===== src/rtl/vga_pkg.sv =====
// Shared video-pipeline constants and the packed pixel record used between stages.
package vga_pkg;

    localparam int RECT_WIDTH  = 48;
    localparam int RECT_HEIGHT = 48;

    typedef struct packed {
        logic [10:0] hcount;
        logic        hsync;
        logic        hblnk;
        logic [10:0] vcount;
        logic        vsync;
        logic        vblnk;
        logic [11:0] rgb;
    } vga_t;

endpackage


===== src/rtl/draw_rect_if.sv =====
// VGA timing/colour bundle passed between video pipeline stages.
interface vga_if;

    logic [10:0] hcount;
    logic        hsync;
    logic        hblnk;
    logic [10:0] vcount;
    logic        vsync;
    logic        vblnk;
    logic [11:0] rgb;

    modport in  (input  hcount, hsync, hblnk, vcount, vsync, vblnk, rgb);
    modport out (output hcount, hsync, hblnk, vcount, vsync, vblnk, rgb);

endinterface


===== src/rtl/draw_rect.sv =====
// Overlays a ROM-textured rectangle on the VGA stream; the position is sampled once per frame
// and pixels are delayed 3 clocks to line up with the 1-clock ROM read.
module draw_rect #(
    parameter int          RECT_WIDTH  = vga_pkg::RECT_WIDTH,
    parameter int          RECT_HEIGHT = vga_pkg::RECT_HEIGHT,
    parameter logic [11:0] TRANSPARENT = 12'hF0F
) (
    input  logic        clk,
    input  logic        rst,
    vga_if.in           vga_in,
    vga_if.out          vga_out,
    input  logic [11:0] xpos,
    input  logic [11:0] ypos,
    input  logic [11:0] rgb_pixel,
    output logic [11:0] pixel_addr
);

    vga_pkg::vga_t vga_p0, vga_p1, vga_p2, vga_p3;

    logic [11:0] x_lat, y_lat;
    logic        pos_valid;
    logic        frame_start;
    logic [12:0] x_eff, y_eff, h13, v13;
    logic        valid_eff;
    logic        inside_p0, inside_p1, inside_p2;
    logic [5:0]  dx6, dy6;

    assign vga_p0 = {vga_in.hcount, vga_in.hsync, vga_in.hblnk,
                     vga_in.vcount, vga_in.vsync, vga_in.vblnk, vga_in.rgb};

    assign frame_start = (vga_in.hcount == 11'd0) && (vga_in.vcount == 11'd0);

    // On the frame-start pixel the fresh position is used directly so pixel (0,0) already sees it
    assign x_eff     = frame_start ? {1'b0, xpos} : {1'b0, x_lat};
    assign y_eff     = frame_start ? {1'b0, ypos} : {1'b0, y_lat};
    assign valid_eff = frame_start | pos_valid;
    assign h13       = {2'b00, vga_in.hcount};
    assign v13       = {2'b00, vga_in.vcount};

    // Only the low 6 bits of the offsets are needed, so subtract just those bits
    assign dx6 = vga_in.hcount[5:0] - x_eff[5:0];
    assign dy6 = vga_in.vcount[5:0] - y_eff[5:0];

    always_comb begin
        inside_p0 = valid_eff && !vga_in.hblnk && !vga_in.vblnk
                 && (h13 >= x_eff) && (h13 < x_eff + 13'(RECT_WIDTH))
                 && (v13 >= y_eff) && (v13 < y_eff + 13'(RECT_HEIGHT));
    end

    always_ff @(posedge clk) begin
        if (rst) begin
            x_lat     <= '0;
            y_lat     <= '0;
            pos_valid <= 1'b0;
        end else if (frame_start) begin
            x_lat     <= xpos;
            y_lat     <= ypos;
            pos_valid <= 1'b1;
        end
    end

    always_ff @(posedge clk) begin
        if (rst) begin
            vga_p1     <= '0;
            inside_p1  <= 1'b0;
            pixel_addr <= '0;
            vga_p2     <= '0;
            inside_p2  <= 1'b0;
            vga_p3     <= '0;
        end else begin
            // stage 1: register input pixel, inside flag and ROM address
            vga_p1    <= vga_p0;
            inside_p1 <= inside_p0;
            if (inside_p0)
                pixel_addr <= {dy6, dx6};
            // stage 2: wait for ROM data
            vga_p2    <= vga_p1;
            inside_p2 <= inside_p1;
            // stage 3: colour-keyed overlay
            vga_p3    <= vga_p2;
            if (inside_p2 && (rgb_pixel != TRANSPARENT))
                vga_p3.rgb <= rgb_pixel;
        end
    end

    assign vga_out.hcount = vga_p3.hcount;
    assign vga_out.hsync  = vga_p3.hsync;
    assign vga_out.hblnk  = vga_p3.hblnk;
    assign vga_out.vcount = vga_p3.vcount;
    assign vga_out.vsync  = vga_p3.vsync;
    assign vga_out.vblnk  = vga_p3.vblnk;
    assign vga_out.rgb    = vga_p3.rgb;

endmodule


===== src/flat_wrapper.sv =====
// flat-port wrapper written by rule: the top's interface ports become plain ports
module draw_rect_flat 
#(
    parameter int          RECT_WIDTH  = vga_pkg::RECT_WIDTH,
    parameter int          RECT_HEIGHT = vga_pkg::RECT_HEIGHT,
    parameter logic [11:0] TRANSPARENT = 12'hF0F
)
  (clk, rst, xpos, ypos, rgb_pixel, pixel_addr, vga_in_hcount, vga_in_hsync, vga_in_hblnk, vga_in_vcount, vga_in_vsync, vga_in_vblnk, vga_in_rgb, vga_out_hcount, vga_out_hsync, vga_out_hblnk, vga_out_vcount, vga_out_vsync, vga_out_vblnk, vga_out_rgb);
  vga_if vga_in_i ();
  vga_if vga_out_i ();
  input  logic clk;
  input  logic rst;
  input  logic [11:0] xpos;
  input  logic [11:0] ypos;
  input  logic [11:0] rgb_pixel;
  output logic [11:0] pixel_addr;
  input wire logic [$bits(vga_in_i.hcount)-1:0] vga_in_hcount;
  input wire logic [$bits(vga_in_i.hsync)-1:0] vga_in_hsync;
  input wire logic [$bits(vga_in_i.hblnk)-1:0] vga_in_hblnk;
  input wire logic [$bits(vga_in_i.vcount)-1:0] vga_in_vcount;
  input wire logic [$bits(vga_in_i.vsync)-1:0] vga_in_vsync;
  input wire logic [$bits(vga_in_i.vblnk)-1:0] vga_in_vblnk;
  input wire logic [$bits(vga_in_i.rgb)-1:0] vga_in_rgb;
  output wire logic [$bits(vga_out_i.hcount)-1:0] vga_out_hcount;
  output wire logic [$bits(vga_out_i.hsync)-1:0] vga_out_hsync;
  output wire logic [$bits(vga_out_i.hblnk)-1:0] vga_out_hblnk;
  output wire logic [$bits(vga_out_i.vcount)-1:0] vga_out_vcount;
  output wire logic [$bits(vga_out_i.vsync)-1:0] vga_out_vsync;
  output wire logic [$bits(vga_out_i.vblnk)-1:0] vga_out_vblnk;
  output wire logic [$bits(vga_out_i.rgb)-1:0] vga_out_rgb;
  assign vga_in_i.hcount = vga_in_hcount;
  assign vga_in_i.hsync = vga_in_hsync;
  assign vga_in_i.hblnk = vga_in_hblnk;
  assign vga_in_i.vcount = vga_in_vcount;
  assign vga_in_i.vsync = vga_in_vsync;
  assign vga_in_i.vblnk = vga_in_vblnk;
  assign vga_in_i.rgb = vga_in_rgb;
  assign vga_out_hcount = vga_out_i.hcount;
  assign vga_out_hsync = vga_out_i.hsync;
  assign vga_out_hblnk = vga_out_i.hblnk;
  assign vga_out_vcount = vga_out_i.vcount;
  assign vga_out_vsync = vga_out_i.vsync;
  assign vga_out_vblnk = vga_out_i.vblnk;
  assign vga_out_rgb = vga_out_i.rgb;
  draw_rect #(.RECT_WIDTH(RECT_WIDTH), .RECT_HEIGHT(RECT_HEIGHT), .TRANSPARENT(TRANSPARENT)) u_core (.clk(clk), .rst(rst), .vga_in(vga_in_i), .vga_out(vga_out_i), .xpos(xpos), .ypos(ypos), .rgb_pixel(rgb_pixel), .pixel_addr(pixel_addr));
endmodule

===== config.mk =====
export PLATFORM = sky130hd
export DESIGN_NAME = draw_rect_flat
export DESIGN_NICKNAME = d
export VERILOG_FILES = /design/src/rtl/vga_pkg.sv /design/src/rtl/draw_rect_if.sv /design/src/rtl/draw_rect.sv /design/src/flat_wrapper.sv
export SDC_FILE = /design/constraint.sdc
export NUM_CORES = 1
export LEC_CHECK = 0
export CORE_MARGIN = 2
export CORE_UTILIZATION = 30
export DETAILED_ROUTE_END_ITERATION = 6
export SLEW_MARGIN = 20
export SYNTH_ARGS = -nofsm -noshare
export SYNTH_HDL_FRONTEND = slang
export SYNTH_SLANG_ARGS = --single-unit

===== constraint.sdc =====
create_clock -name clk -period 5.21 [get_ports clk]
set_input_delay 1.042 -clock clk [delete_from_list [all_inputs] [get_ports clk]]
set_output_delay 1.042 -clock clk [all_outputs]
set_load 0.05 [all_outputs]

* Yosys cells after proc, flatten, opt, wreduce, memory -nomap -nowiden
Cells that the tools add are included.
** Cells by class
- Add/sub/neg operators :: 4
- $lt $le $gt $ge :: 4
- Eq/ne operators :: 1
- Multiplexer cells :: 3
- Bitwise logic cells :: 1
- Reduce and logical (&&, ||, !) cells :: 12
** Operators by type and width (number)
- 12-bit two-way mux :: 3
- 13-bit by 6-bit adder with 13-bit output (second input constant) :: 2
- 11-bit by 13-bit >= comparator with 1-bit output :: 2
- 11-bit by 13-bit less-than comparator with 1-bit output :: 2
- 11-bit zero test :: 2
- 12-bit inequality test (second input constant) :: 1
- 6-bit subtractor :: 2
- 1-bit logical AND :: 8
- 1-bit zero test :: 2
- 1-bit bitwise OR :: 1
** Storage, ports and cells
- Register bits after elaboration :: 153
- Word-level logic and storage cells :: 52

* Longest topological paths before layout
Gate-level depths: netlist of run 1.
- Depth after elaboration :: 9
- Mapped depth :: 18
- Mapped depth without buffers :: 15

* Worst setup path after synthesis of run 1
Ideal clock, no wire load.
- Path kind :: in2reg
- Start :: input vga_in_vcount[9]
- End :: register u_core.pixel_addr[11]
- Library setup time :: 121 ps
- Arrival :: 4717 ps
- Data required time :: 5089 ps
- Setup slack :: 372 ps
- Stages :: 15
- Path buffers :: 3
- Cell sequence :: nor4_1 and4_1 nand2_1 buf_2 buf_1 mux2i_1 ha_1 nor2b_1 o31a_1 o21a_1 a211o_1 a311o_2 o211ai_4 buf_12 mux2_4
** Between the ends
- Cells in the longest elaborated chain, start to end :: 9
** Ends and longest elaborated chain
- from (decl) :: line flat_wrapper.sv:20 : input wire logic [$bits(vga_in_i.vcount)-1:0] vga_in_vcount;
- parallel branches: the longest is 9 deep, another holds 13-bit by 6-bit adder with 13-bit output
- to (signal assigned) :: line draw_rect.sv:75 : pixel_addr <= {dy6, dx6};
- to (decl) :: line draw_rect.sv:15 : output logic [11:0] pixel_addr
Parallel ways; which one is timed is not known.
A chain may end at the register's enable or synchronous reset.

* Final worst setup path of run 1
- Start :: input vga_in_vcount[9]
- End :: register u_core.pixel_addr[9]
The elaborated chain is that of the path after synthesis.

==> results of run 1 <==
[power groups by stage]
| stage | sequential [mW] | clock, mW | combinational (mW) |
|---|---|---|---|
| floorplan | 1.26 | 0 | 0.0877 |
| global placement | 1.24 | 0 | 0.244 |
| detailed placement | 1.24 | 0 | 0.244 |
| CTS | 1.21 | 1.18 | 0.246 |
| global route | 1.21 | 1.24 | 0.265 |
| finish | 1.21 | 1.15 | 0.244 |
[how the worst max path moves through the flow]
stage	from	to	cells after the start
2_1_floorplan	vga_in_vcount[9]	u_core.pixel_addr[11]	15
3_3_place_gp	vga_in_vcount[9]	u_core.pixel_addr[0]	15
3_5_place_dp	vga_in_vcount[9]	u_core.pixel_addr[6]	18
4_1_cts	vga_in_vcount[9]	u_core.pixel_addr[9]	18
5_1_grt	vga_in_vcount[9]	u_core.pixel_addr[9]	18
6_report	vga_in_vcount[9]	u_core.pixel_addr[9]	18
[kinds of logic (layout without fill, tap and decap cells)]
| kind of cell | after synthesis | in the layout | share of synthesized area |
|---|---|---|---|
| buffers and inverters | 33 | 233 | 0.0236 |
| adders and majority gates | 39 | 39 | 0.0832 |
| and+or+nand+nor | 237 | 237 | 0.209 |
| AOI/OAI and AO/OA | 67 | 67 | 0.0799 |
| DFF | 153 | 153 | 0.507 |
| xor gates and xnor gates | 14 | 14 | 0.0203 |
| muxes | 44 | 44 | 0.0776 |
[Yosys cell counts (9+ instances only)]
cell type / instances
clkbuf_1: 17
o21ai_0: 9
nand2_1: 33
nor2b_1: 110
mux2i_1: 35
dfxtp_1: 153
a21oi_1: 17
ha_1: 37
nor2_1: 58
xor2_1: 9
inv_1: 9
[placed cells by master, fill, tap and decap left out, types with 9 or more instances in the layout]
| master | instances |
|---|---|
| clkdlybuf4s50_1 | 124 |
| clkbuf_16 | 17 |
| inv_1 | 9 |
| a21oi_1 | 17 |
| dfxtp_1 | 153 |
| nor2b_1 | 110 |
| nand2_1 | 33 |
| ha_1 | 37 |
| nor2_1 | 58 |
| xor2_1 | 9 |
| o21ai_0 | 9 |
| mux2i_1 | 35 |
| buf_4 | 68 |
[critical path, cell delays in order]
cell and delay (ps):
clkdlybuf4s50_1 460, nor4_1 350, buf_4 180, and4_1 190, nand2_1 90, buf_4 180
mux2i_2 150, ha_1 190, nor2_1 120, xor2_1 170, ha_1 260, a211oi_1 340
nand2_1 100, a2111oi_0 300, a21oi_1 160, a22oi_1 270, o211ai_4 230, mux2_4 350
[layout make-up]
class | count | area (µm²)
fill | 1895 | 11000
tap | 265 | 332
clock buffer | 18 | 439
clock inverter | 14 | 114
sequential | 153 | 3060
multi-input combinational | 401 | 2840
timing repair buffer | 192 | 1750
inverter | 9 | 33.8
[registers in the layout, indices dropped and copies added, names as in the netlist, 11 cells and up]
name,flops
u_core.vga_out.vcount,11
u_core.vga_p2,38
u_core.y_lat,12
u_core.vga_out.hcount,11
u_core.pixel_addr,12
u_core.vga_p1,38
u_core.x_lat,12
u_core.vga_out.rgb,12
[per-stage QoR]
step	setup TNS [ps]	area (µm²)	util	worst slack, ps
final	0	8580	0.438	375
after global routing	0	8580	0.438	71.5
after CTS	0	8580	0.438	384
after detailed placement	-463	8020	0.410	-57.9
after global placement	0	8020	0.410	54.3
after floorplan	0	6040	-	372
[routing by layer]
| layer | up-vias | GRT usage |
|---|---|---|
| met1 | 2078 | 0.174 |
| met4 | 0 | 0.0564 |
| met5 | - | 0 |
| met2 | 113 | 0.231 |
| met3 | 21 | 0.0414 |
| li1 | 2363 | - |
==> impl_metrics.csv, run 1 <==
group,metric,value,unit
detailed_routing,dr_total_vias,4575,
grt,grt_max_degree,87,
floorplan,coreArea,19600,µm²
setup_path,timing.rr.start,"u_core.x_lat[5]",
setup_path,reg2reg_depth,12,
hold_path,hold_path_end,"u_core.vga_p2[9]",
grt,grt_pass1_wl,23600,µm
power_and_ir_drop,comb_power_share,0.093,
power_and_ir_drop,internal_power,1.96,mW
detailed_routing,wl_per_cell,13.7,µm
timing,rsz0062_at_grt,"false",
floorplan,rows,51,
finish,layout.nets,889,
timing,maxSlewViolCount,0,
flow_run,drv_cap,0,
logic_synthesis,yosys_register_bits,153,
detailed_routing,wl,14400,µm
detailed_routing,top_layer_used,"met4",
setup_path,critPathKind,"primary input to flop",
placement,placed_cells,1020,
logic_synthesis,syn_inst,587,
timing,setup_viol,0,
finish,finalNonFillerCells,1052,
timing,timing.final.crit_share,0.928,
detailed_routing,wl_met3,782,µm
detailed_routing,met2_length,6460,µm
detailed_routing,drt_pass1_iterations,6,
detailed_routing,wl_met1,6830,µm
detailed_routing,first_iter_violations,157,
floorplan,pin_count,126,
detailed_routing,via_per_inst,4.35,
clock_tree,post_cts_buffers,0,
logic_synthesis,synthDistinctLibCells,54,
power_and_ir_drop,powerDensity,304,nW/µm²
run_status,status,"completed",
placement,gp_congestion,0.817,
grt,track_usage,0.141,
floorplan,die_w,146,µm
clock_tree,cts_buffer_depth,2,
clock_tree,cts_tree,"yes",
placement,numPortBuffers,125,
floorplan,die_h,146,µm
logic_synthesis,synthesis.area,6040,µm²
finish,n_antenna_cell,0,
logic_synthesis,yosys_warnings,0,
placement,dp_hpwl,10800,µm
clock_tree,clkTransAtPathRegs,70,ps
logic_synthesis,synth_edf_count,0,
timing,fmax,207,MHz
clock_tree,clock_latency,420,ps
detailed_routing,antenna_left,0,
detailed_routing,post-route-drc-count,0,
timing,skew,6.54,ps
clock_tree,cts_resized,0,
grt,antenna_found_initial,0,
power_and_ir_drop,swShare,0.248,
timing,hold_viol_final,0,
power_and_ir_drop,clkPwrFrac,0.442,
finish,syn_to_final_growth,41.9,%
hold_path,min_from,"u_core.vga_p1[9]",
floorplan,fp.dieArea,21300,µm²
logic_synthesis,yosys.area.top_type_share,0.507,
clock_tree,ctsHoldBuffers,0,
power_and_ir_drop,pwr-share-seq,0.465,
setup_path,worstPathArrival,5150,ps
timing,period_needed,4840,ps
hold_path,hold_path_class,"flop to flop",
hold_path,worstHoldPathCells,1,
timing,holdWs,431,ps
logic_synthesis,syn_nets,702,
power_and_ir_drop,p_switching,646,µW
grt,grt_pass1_vias,4730,
clock_tree,cts.htree.levels,4,
setup_path,cp_max_fo,9,
logic_synthesis,synthTopCellsByArea,"dfxtp_1 (51%), nor2b_1 (11%), ha_1 (7.7%)",
finish,drive_above_1_share,0.147,
logic_synthesis,syn_avg_cell_area,10.3,µm²
power_and_ir_drop,total_power,2.61,mW
setup_path,cp.required,5520,ps
logic_synthesis,synth_top_cell_by_area,"dfxtp_1",
clock_tree,root_buffer,"clkbuf_16",
setup_path,r2r-end,"u_core.pixel_addr[9]",
logic_synthesis,ys_seq_area_frac,0.507,
setup_path,rrSetupSlack,2050,ps
logic_synthesis,synth_top_flop_cell,"dfxtp_1",
clock_tree,cts_buffers,17,
logic_synthesis,synthArstFlopShare,0,
setup_path,startpoint_type,"primary input",
power_and_ir_drop,power.leakage,3.66,nW
floorplan,start_util,0.309,
setup_path,cp-end-kind,"flop",
timing,max_slew.worst_pin.slew,891,ps
clock_tree,clock_sinks,153,
power_and_ir_drop,ir_worst_vdd,229,µV
grt,overflow,0,
timing,max_slew_margin,0.406,
Note: power is estimated with default switching activity, not from simulation.
==> inputs of run 2 (changes only) <==
--- a/config.mk
+++ b/config.mk
@@ -5,9 +5,11 @@
 export SDC_FILE = /design/constraint.sdc
 export NUM_CORES = 1
 export LEC_CHECK = 0
+export ABC_CLOCK_PERIOD_IN_PS = 5210
 export CORE_MARGIN = 2
 export CORE_UTILIZATION = 30
 export DETAILED_ROUTE_END_ITERATION = 6
+export HOLD_SLACK_MARGIN = 0.03
 export SLEW_MARGIN = 20
 export SYNTH_ARGS = -nofsm -noshare
 export SYNTH_HDL_FRONTEND = slang
==> results of run 2 <==
The final DEF is identical to that of run 1; final timing and power are the same.
